[config.mk]
export PLATFORM = sky130hd
export DESIGN_NAME = lsu_access_flat
export DESIGN_NICKNAME = d
export VERILOG_FILES = /design/src/rtl/lsu_pkg.sv /design/src/rtl/lsu_access_if.sv /design/src/rtl/lsu_align.sv /design/src/rtl/lsu_access.sv /design/src/flat_wrapper.sv
export SDC_FILE = /design/constraint.sdc
export NUM_CORES = 1
export LEC_CHECK = 0
export BUFFER_PORTS_ARGS = -buffer_cell sky130_fd_sc_hd__clkbuf_2
export CORE_ASPECT_RATIO = 1.75
export CORE_MARGIN = 1
export CORE_UTILIZATION = 41
export CTS_CLUSTER_DIAMETER = 60
export DETAILED_ROUTE_END_ITERATION = 10
export PLACE_DENSITY_LB_ADDON = 0.3
export REMOVE_ABC_BUFFERS = 1
export SYNTH_ARGS = -nofsm -noshare
export SYNTH_HDL_FRONTEND = slang
export SYNTH_SLANG_ARGS = --single-unit
[constraint.sdc]
create_clock -name clk -period 2.2 [get_ports clk]
set_input_delay 0.11 -clock clk [delete_from_list [all_inputs] [get_ports clk]]
set_output_delay 0.11 -clock clk [all_outputs]
set_load 0.03 [all_outputs]
[src/rtl/lsu_pkg.sv]
// Shared encodings for the load/store access unit: MemOp codes, fault codes
// and the transaction FSM states.
package lsu_pkg;

    localparam logic [2:0] MEMOP_B  = 3'b000;
    localparam logic [2:0] MEMOP_H  = 3'b001;
    localparam logic [2:0] MEMOP_W  = 3'b010;
    localparam logic [2:0] MEMOP_BU = 3'b100;
    localparam logic [2:0] MEMOP_HU = 3'b101;

    typedef enum logic [1:0] {
        FAULT_NONE     = 2'b00,
        FAULT_MISALIGN = 2'b01,
        FAULT_ILLEGAL  = 2'b10,
        FAULT_TIMEOUT  = 2'b11
    } fault_e;

    typedef enum logic [1:0] {
        ST_IDLE = 2'b00,
        ST_REQ  = 2'b01,
        ST_RSP  = 2'b10,
        ST_DONE = 2'b11
    } state_e;

endpackage

[src/rtl/lsu_access_if.sv]
// Data-memory bus between the access unit (master) and memory (slave):
// one valid/ready request channel and a valid-only response channel.
interface lsu_access_if #(
    parameter int XLEN = 32
);
    logic            mem_req_valid;
    logic            mem_req_ready;
    logic [XLEN-1:0] mem_addr;
    logic            mem_wen;
    logic [XLEN-1:0] mem_wdata;
    logic [3:0]      mem_wmask;
    logic            mem_rsp_valid;
    logic [XLEN-1:0] mem_rsp_rdata;

    modport master (
        output mem_req_valid, mem_addr, mem_wen, mem_wdata, mem_wmask,
        input  mem_req_ready, mem_rsp_valid, mem_rsp_rdata
    );

    modport slave (
        input  mem_req_valid, mem_addr, mem_wen, mem_wdata, mem_wmask,
        output mem_req_ready, mem_rsp_valid, mem_rsp_rdata
    );
endinterface

[src/rtl/lsu_align.sv]
// Byte-lane logic: store lane replication and strobes, load extract/extend,
// and legality/alignment checks. Purely combinational.
module lsu_align
    import lsu_pkg::*;
(
    input  logic        is_store,
    input  logic [2:0]  op,
    input  logic [1:0]  addr_lo,
    input  logic [31:0] wdata,
    input  logic [31:0] rdata,
    output logic [31:0] st_wdata,
    output logic [3:0]  st_wmask,
    output logic [31:0] ld_data,
    output logic        illegal,
    output logic        misalign
);

    logic [31:0] shifted;

    always_comb begin
        illegal  = 1'b0;
        misalign = 1'b0;
        case (op)
            MEMOP_B:  ;
            MEMOP_H:  misalign = addr_lo[0];
            MEMOP_W:  misalign = |addr_lo;
            MEMOP_BU: illegal  = is_store;
            MEMOP_HU: begin
                illegal  = is_store;
                misalign = addr_lo[0];
            end
            default:  illegal  = 1'b1;
        endcase
    end

    // Narrow stores replicate the datum so the strobe alone selects the lane.
    always_comb begin
        st_wdata = wdata;
        st_wmask = 4'b1111;
        case (op)
            MEMOP_B: begin
                st_wdata = {4{wdata[7:0]}};
                st_wmask = 4'b0001 << addr_lo;
            end
            MEMOP_H: begin
                st_wdata = {2{wdata[15:0]}};
                st_wmask = 4'b0011 << addr_lo;
            end
            default: ;
        endcase
    end

    assign shifted = rdata >> {addr_lo, 3'b000};

    always_comb begin
        ld_data = shifted;
        case (op)
            MEMOP_B:  ld_data = {{24{shifted[7]}},  shifted[7:0]};
            MEMOP_H:  ld_data = {{16{shifted[15]}}, shifted[15:0]};
            MEMOP_BU: ld_data = {24'h0, shifted[7:0]};
            MEMOP_HU: ld_data = {16'h0, shifted[15:0]};
            default:  ;
        endcase
    end

endmodule

[src/rtl/lsu_access.sv]
// Load/store access unit: runs one data-memory transaction per accepted
// instruction and returns extended load data or a fault to writeback.
module lsu_access
    import lsu_pkg::*;
#(
    parameter int XLEN    = 32,
    parameter int TIMEOUT = 255,
    parameter int CNT_W   = 8
) (
    input  logic             clk,
    input  logic             rst_n,
    input  logic             req_valid,
    output logic             req_ready,
    input  logic             MemWr,
    input  logic             MemtoReg,
    input  logic [2:0]       MemOp,
    input  logic [XLEN-1:0]  addr,
    input  logic [XLEN-1:0]  wdata,
    lsu_access_if.master     mem,
    output logic             done_valid,
    input  logic             done_ready,
    output logic [XLEN-1:0]  load_data,
    output logic [1:0]       fault
);

    state_e          state_q, state_d;
    logic [CNT_W-1:0] cnt_q, cnt_d, cnt_inc;
    logic [XLEN-1:0] addr_q, addr_d;
    logic [XLEN-1:0] wdata_q, wdata_d;
    logic [XLEN-1:0] load_data_q, load_data_d;
    logic [2:0]      op_q, op_d;
    logic            store_q, store_d;
    fault_e          fault_q, fault_d;

    logic            idle, in_req, timed_out;
    logic            al_store;
    logic [2:0]      al_op;
    logic [1:0]      al_lo;
    logic [XLEN-1:0] al_wdata;
    logic [XLEN-1:0] st_wdata, ld_data;
    logic [3:0]      st_wmask;
    logic            illegal, misalign;

    assign idle   = (state_q == ST_IDLE);
    assign in_req = (state_q == ST_REQ);

    // In IDLE the checks look at the live request so faults resolve on accept;
    // afterwards the lane logic works from the latched copy.
    assign al_store = idle ? MemWr       : store_q;
    assign al_op    = idle ? MemOp       : op_q;
    assign al_lo    = idle ? addr[1:0]   : addr_q[1:0];
    assign al_wdata = idle ? wdata       : wdata_q;

    lsu_align u_align (
        .is_store (al_store),
        .op       (al_op),
        .addr_lo  (al_lo),
        .wdata    (al_wdata),
        .rdata    (mem.mem_rsp_rdata),
        .st_wdata (st_wdata),
        .st_wmask (st_wmask),
        .ld_data  (ld_data),
        .illegal  (illegal),
        .misalign (misalign)
    );

    assign cnt_inc   = cnt_q + 1'b1;
    assign timed_out = (cnt_inc == CNT_W'(TIMEOUT));

    always_comb begin
        state_d     = state_q;
        cnt_d       = cnt_q;
        addr_d      = addr_q;
        wdata_d     = wdata_q;
        op_d        = op_q;
        store_d     = store_q;
        load_data_d = load_data_q;
        fault_d     = fault_q;
        case (state_q)
            ST_IDLE: begin
                if (req_valid && (MemWr || MemtoReg)) begin
                    addr_d      = addr;
                    wdata_d     = wdata;
                    op_d        = MemOp;
                    store_d     = MemWr;
                    load_data_d = '0;
                    cnt_d       = '0;
                    if (illegal) begin
                        fault_d = FAULT_ILLEGAL;
                        state_d = ST_DONE;
                    end else if (misalign) begin
                        fault_d = FAULT_MISALIGN;
                        state_d = ST_DONE;
                    end else begin
                        fault_d = FAULT_NONE;
                        state_d = ST_REQ;
                    end
                end
            end
            ST_REQ: begin
                if (mem.mem_req_ready) begin
                    cnt_d   = '0;
                    state_d = ST_RSP;
                end else begin
                    cnt_d = cnt_inc;
                    if (timed_out) begin
                        fault_d = FAULT_TIMEOUT;
                        state_d = ST_DONE;
                    end
                end
            end
            ST_RSP: begin
                if (mem.mem_rsp_valid) begin
                    load_data_d = store_q ? '0 : ld_data;
                    state_d     = ST_DONE;
                end else begin
                    cnt_d = cnt_inc;
                    if (timed_out) begin
                        fault_d = FAULT_TIMEOUT;
                        state_d = ST_DONE;
                    end
                end
            end
            ST_DONE: begin
                if (done_ready) state_d = ST_IDLE;
            end
            default: state_d = ST_IDLE;
        endcase
    end

    always_ff @(posedge clk or negedge rst_n) begin
        if (!rst_n) begin
            state_q     <= ST_IDLE;
            cnt_q       <= '0;
            addr_q      <= '0;
            wdata_q     <= '0;
            op_q        <= '0;
            store_q     <= 1'b0;
            load_data_q <= '0;
            fault_q     <= FAULT_NONE;
        end else begin
            state_q     <= state_d;
            cnt_q       <= cnt_d;
            addr_q      <= addr_d;
            wdata_q     <= wdata_d;
            op_q        <= op_d;
            store_q     <= store_d;
            load_data_q <= load_data_d;
            fault_q     <= fault_d;
        end
    end

    assign req_ready         = idle;
    assign mem.mem_req_valid = in_req;
    assign mem.mem_addr      = {addr_q[XLEN-1:2], 2'b00};
    assign mem.mem_wen       = in_req && store_q;
    assign mem.mem_wdata     = (in_req && store_q) ? st_wdata : '0;
    assign mem.mem_wmask     = (in_req && store_q) ? st_wmask : 4'b0000;
    assign done_valid        = (state_q == ST_DONE);
    assign load_data         = load_data_q;
    assign fault             = fault_q;

endmodule

[src/flat_wrapper.sv]
// flat-port wrapper written by rule: the top's interface ports become plain ports
module lsu_access_flat import lsu_pkg::*;
#(
    parameter int XLEN    = 32,
    parameter int TIMEOUT = 255,
    parameter int CNT_W   = 8
)
  (clk, rst_n, req_valid, req_ready, MemWr, MemtoReg, MemOp, addr, wdata, done_valid, done_ready, load_data, fault, mem_mem_req_valid, mem_mem_addr, mem_mem_wen, mem_mem_wdata, mem_mem_wmask, mem_mem_req_ready, mem_mem_rsp_valid, mem_mem_rsp_rdata);
  lsu_access_if #(.XLEN(XLEN)) mem_i ();
  input  logic clk;
  input  logic rst_n;
  input  logic req_valid;
  output logic req_ready;
  input  logic MemWr;
  input  logic MemtoReg;
  input  logic [2:0] MemOp;
  input  logic [XLEN-1:0] addr;
  input  logic [XLEN-1:0] wdata;
  output logic done_valid;
  input  logic done_ready;
  output logic [XLEN-1:0] load_data;
  output logic [1:0] fault;
  output wire logic [$bits(mem_i.mem_req_valid)-1:0] mem_mem_req_valid;
  output wire logic [$bits(mem_i.mem_addr)-1:0] mem_mem_addr;
  output wire logic [$bits(mem_i.mem_wen)-1:0] mem_mem_wen;
  output wire logic [$bits(mem_i.mem_wdata)-1:0] mem_mem_wdata;
  output wire logic [$bits(mem_i.mem_wmask)-1:0] mem_mem_wmask;
  input wire logic [$bits(mem_i.mem_req_ready)-1:0] mem_mem_req_ready;
  input wire logic [$bits(mem_i.mem_rsp_valid)-1:0] mem_mem_rsp_valid;
  input wire logic [$bits(mem_i.mem_rsp_rdata)-1:0] mem_mem_rsp_rdata;
  assign mem_mem_req_valid = mem_i.mem_req_valid;
  assign mem_mem_addr = mem_i.mem_addr;
  assign mem_mem_wen = mem_i.mem_wen;
  assign mem_mem_wdata = mem_i.mem_wdata;
  assign mem_mem_wmask = mem_i.mem_wmask;
  assign mem_i.mem_req_ready = mem_mem_req_ready;
  assign mem_i.mem_rsp_valid = mem_mem_rsp_valid;
  assign mem_i.mem_rsp_rdata = mem_mem_rsp_rdata;
  lsu_access #(.XLEN(XLEN), .TIMEOUT(TIMEOUT), .CNT_W(CNT_W)) u_core (.clk(clk), .rst_n(rst_n), .req_valid(req_valid), .req_ready(req_ready), .MemWr(MemWr), .MemtoReg(MemtoReg), .MemOp(MemOp), .addr(addr), .wdata(wdata), .mem(mem_i), .done_valid(done_valid), .done_ready(done_ready), .load_data(load_data), .fault(fault));
endmodule
==> run metrics <==
CTS buffer count=9; DP Area=around 7800 µm²; final WL=21,500 µm; worst path bufs/invs=5; CTS max path bufs=2; via count=6,155; Lkg Pwr=between 0.004 and 0.005 µW; FF+latch count, synth=around 110; Async SR Flop Fraction=100%; sequential fraction of the synthesis area=a little over two fifths; initial antenna violation count=1; post-route ant nets=0; slowest CP cell=dfrtp_1; Max Cap Viol=0; WL met1=around 7600 µm; Total Nets Final=1,003; Min-Delay Path Class=input pin to flip-flop; Max Used Layer=met4; Crit path max-delay family=buffers and inverters; CTS Root Buffer Type=clkbuf_16; Post-Syn Instances=598; Slew Limit Fails=0; Top Ports=213; max frequency=between 400 and 500 MHz; Netlist cell types=between 50 and 60; first-iteration detailed-routing DRC count=290; setup TNS=-6.85 ns; Worst Setup Start Kind=flip-flop; Site Rows=60; Worst path max stage delay=0.39 ns; worst rel slew slack=just over 60%; setup repair after global routing missed its margin=yes; Core Area=15,300 µm²; status=finished, violations left; mapped cell area=between 6000 and 7000 µm²; Initial Util=41.7%; Detailed Place HPWL=roughly 14,000 µm; synth cell count leaders=dfrtp_1 (112), mux2_2 (73), nand2_1 (54); CTS tree=built; global router's overall resource usage=between 20% and 30%; clock tree sinks=~110; EDFF count, synth=0; Max FO, Critical Path=6; Worst Path Arrival=2.33 ns; die height=between 150 and 200 µm; share of cells above drive strength 1=between 50 and 60%; Filler cells=~1,200; final worst slack=-0.237 ns; Synth top area share=43.9%; most numerous cell in the Yosys netlist=dfrtp_1; DR pass1 iterations=5; total gr overflow=0; DR vias/cell=between 5 and 6; maximum VDD drop=about 850 µV; port bufs=210; Fin. Hold Viols=0; Die X=between 90 and 100 µm; Worst setup EP type=output pin; Area growth syn-to-layout=56.1%; Cell Pwr Density=around 1600 nW/µm²; Ys Warns=0; # setup viols final=56; Synth area leader=dfrtp_1; routed len/inst=19.8 µm; DR WL met2=about 11,000 µm; dominant synthesized flop cell=dfrtp_1; first-pass GRT wire length=~32,000 µm; Clock Latency Late Sink=around 0.35 ns; Mapped Avg Cell Area=10.7 µm²; WL met3=1340 µm; largest net degree at the start of global routing=54; crit-path most repeated cell=buf_4; Finished Cell Area=between 9000 and 10,000 µm²; H-tree levels=3; top cells by area, synth=dfrtp_1 (44%), mux2_2 (13%), mux2i_1 (7.1%); skew final=between 0.008 and 0.009 ns; Die Area=approximately 16,000 µm²; clock-pin slew on the worst setup and hold paths=0.09 ns; DRC=0; failing checks=negative setup slack; Pwr Total=approximately 16,000 µW; multi-input logic area=approximately 3800 µm²; Setup CP Type=flip-flop to output pin; vias in the first global route=~6,300; Reg area=between 2000 and 3000 µm²; Slew @ Worst Pin=0.594 ns; CP required=approximately 2.1 ns; fraction of the cycle the final worst path needs=111%; CP cell instances=inv_2 -> ha_4 -> buf_4 -> buf_4 -> a21oi_4 -> bufbuf_16 -> a21oi_1 -> a211oi_2 -> clkbuf_8; crit path time final=~2.4 ns; global placement routability congestion=between 0.8 and 0.9
[cells by family (layout without fill, tap and decap cells)]
| family | after synthesis | after routing | synth area share, % |
|---|---|---|---|
| buffers and inverters | 79 | 375 | 7.06 |
| xor gates and xnor gates | 3 | 3 | 0.412 |
| adders and majority gates | 6 | 6 | 1.18 |
| and+or+nand+nor | 132 | 132 | 9.83 |
| AOI/OAI and AO/OA | 147 | 147 | 17.6 |
| DFF | 112 | 112 | 43.9 |
| muxes | 118 | 118 | 19.9 |
| other | 1 | 3 | 0.0588 |
[path summary, 6_finish.rpt]
check	slack, ns	cells after the start	startpoint	to
worst max-delay path	-0.24	9	u_core.state_q[1]	mem_mem_wdata[30]
worst min-delay path	0.002	2	addr[25]	u_core.addr_q[25]
worst max register to register	-0.15	10	u_core.state_q[0]	u_core.load_data[25]
worst min register to register	0.48	2	u_core.load_data[15]	u_core.load_data[15]
max in group asynchronous	1.22	3	rst_n	u_core.wdata_q[1]
min in group asynchronous	0.28	2	rst_n	u_core.load_data[0]
[area by class of cell]
type / instances / share of cell area, %
Multi-Input combinational cell: 408 / 37.9
Timing Repair Buffer: 351 / 28.3
Sequential cell: 112 / 28.1
Tap cell: 186 / 2.34
Clock buffer: 9 / 2.26
Clock inverter: 7 / 0.628
Inverter: 8 / 0.465
Antenna cell: 1 / 0.0251
[metrics by stage]
stage | setup slack [ns] | hold WS, ns | cells | utilization (%)
after floorplan | -4.44 | -0.186 | 528 | -
after global placement | -0.0353 | 0.124 | 981 | 50.9
after detailed placement | -0.101 | 0.135 | 981 | 50.9
after CTS | -0.223 | 0.000358 | 1072 | 62.1
after global routing | -0.306 | 0.00316 | 1082 | 65.0
final | -0.237 | 0.00194 | 1082 | 65.0
[power by group]
group / switching (µW) / total [µW] / internal, µW
Combinational: 5840 / 11200 / 5360
Clock: 839 / 1630 / 793
Sequential: 599 / 3560 / 2960
Total: 7270 / 16400 / 9110
[metal layers]
layer  global-route usage (%)  vias up
li1                         -     2771
met1                     27.4     3023
met2                     45.4      291
met3                     6.53       70
met4                     16.7        0
met5                        0        -
[flip-flops by register name, indices dropped and copies added, names as in the netlist]
signal	cells
u_core.fault	2
u_core.cnt_q	8
u_core.addr_q	32
u_core.state_q	2
u_core.wdata_q	32
u_core.op_q	3
u_core.store_q	1
u_core.load_data	32
[placed cells by master (no fill, tap or decap), types with 4 or more instances in the layout]
master,Yosys,routed
buf_4,34,77
inv_1,7,5
nand3_1,7,6
buf_12,0,12
mux2_2,73,72
nand2b_1,4,4
mux2i_2,0,6
nor2_1,28,25
o21ai_1,7,8
a21oi_1,14,9
o211ai_1,11,11
dlygate4sd3_1,0,32
ha_1,6,4
o21ai_0,14,13
mux2i_4,0,16
a211o_1,8,8
a21oi_2,1,5
dfrtp_1,112,112
mux2i_1,45,23
clkbuf_8,0,14
a221o_1,10,10
a211oi_1,42,10
nor2b_1,20,16
a221oi_2,0,6
clkbuf_16,0,12
a211oi_4,0,4
nand2_1,54,52
clkbuf_2,0,177
a31oi_1,5,4
buf_6,0,29
a32o_1,8,8
a211oi_2,1,29
[repair_timing]
action / in CTS / in global routing
gates cloned: 6 / 3
hold buffers: 31 / 1
buffers inserted: 38 / 7
endpoints found under the hold margin: 66 / 1
pin swaps: 25 / 37
resized for setup: 151 / 89
endpoints found under the setup margin: 126 / 137
No activity file was read; power rests on OpenSTA's default activity.
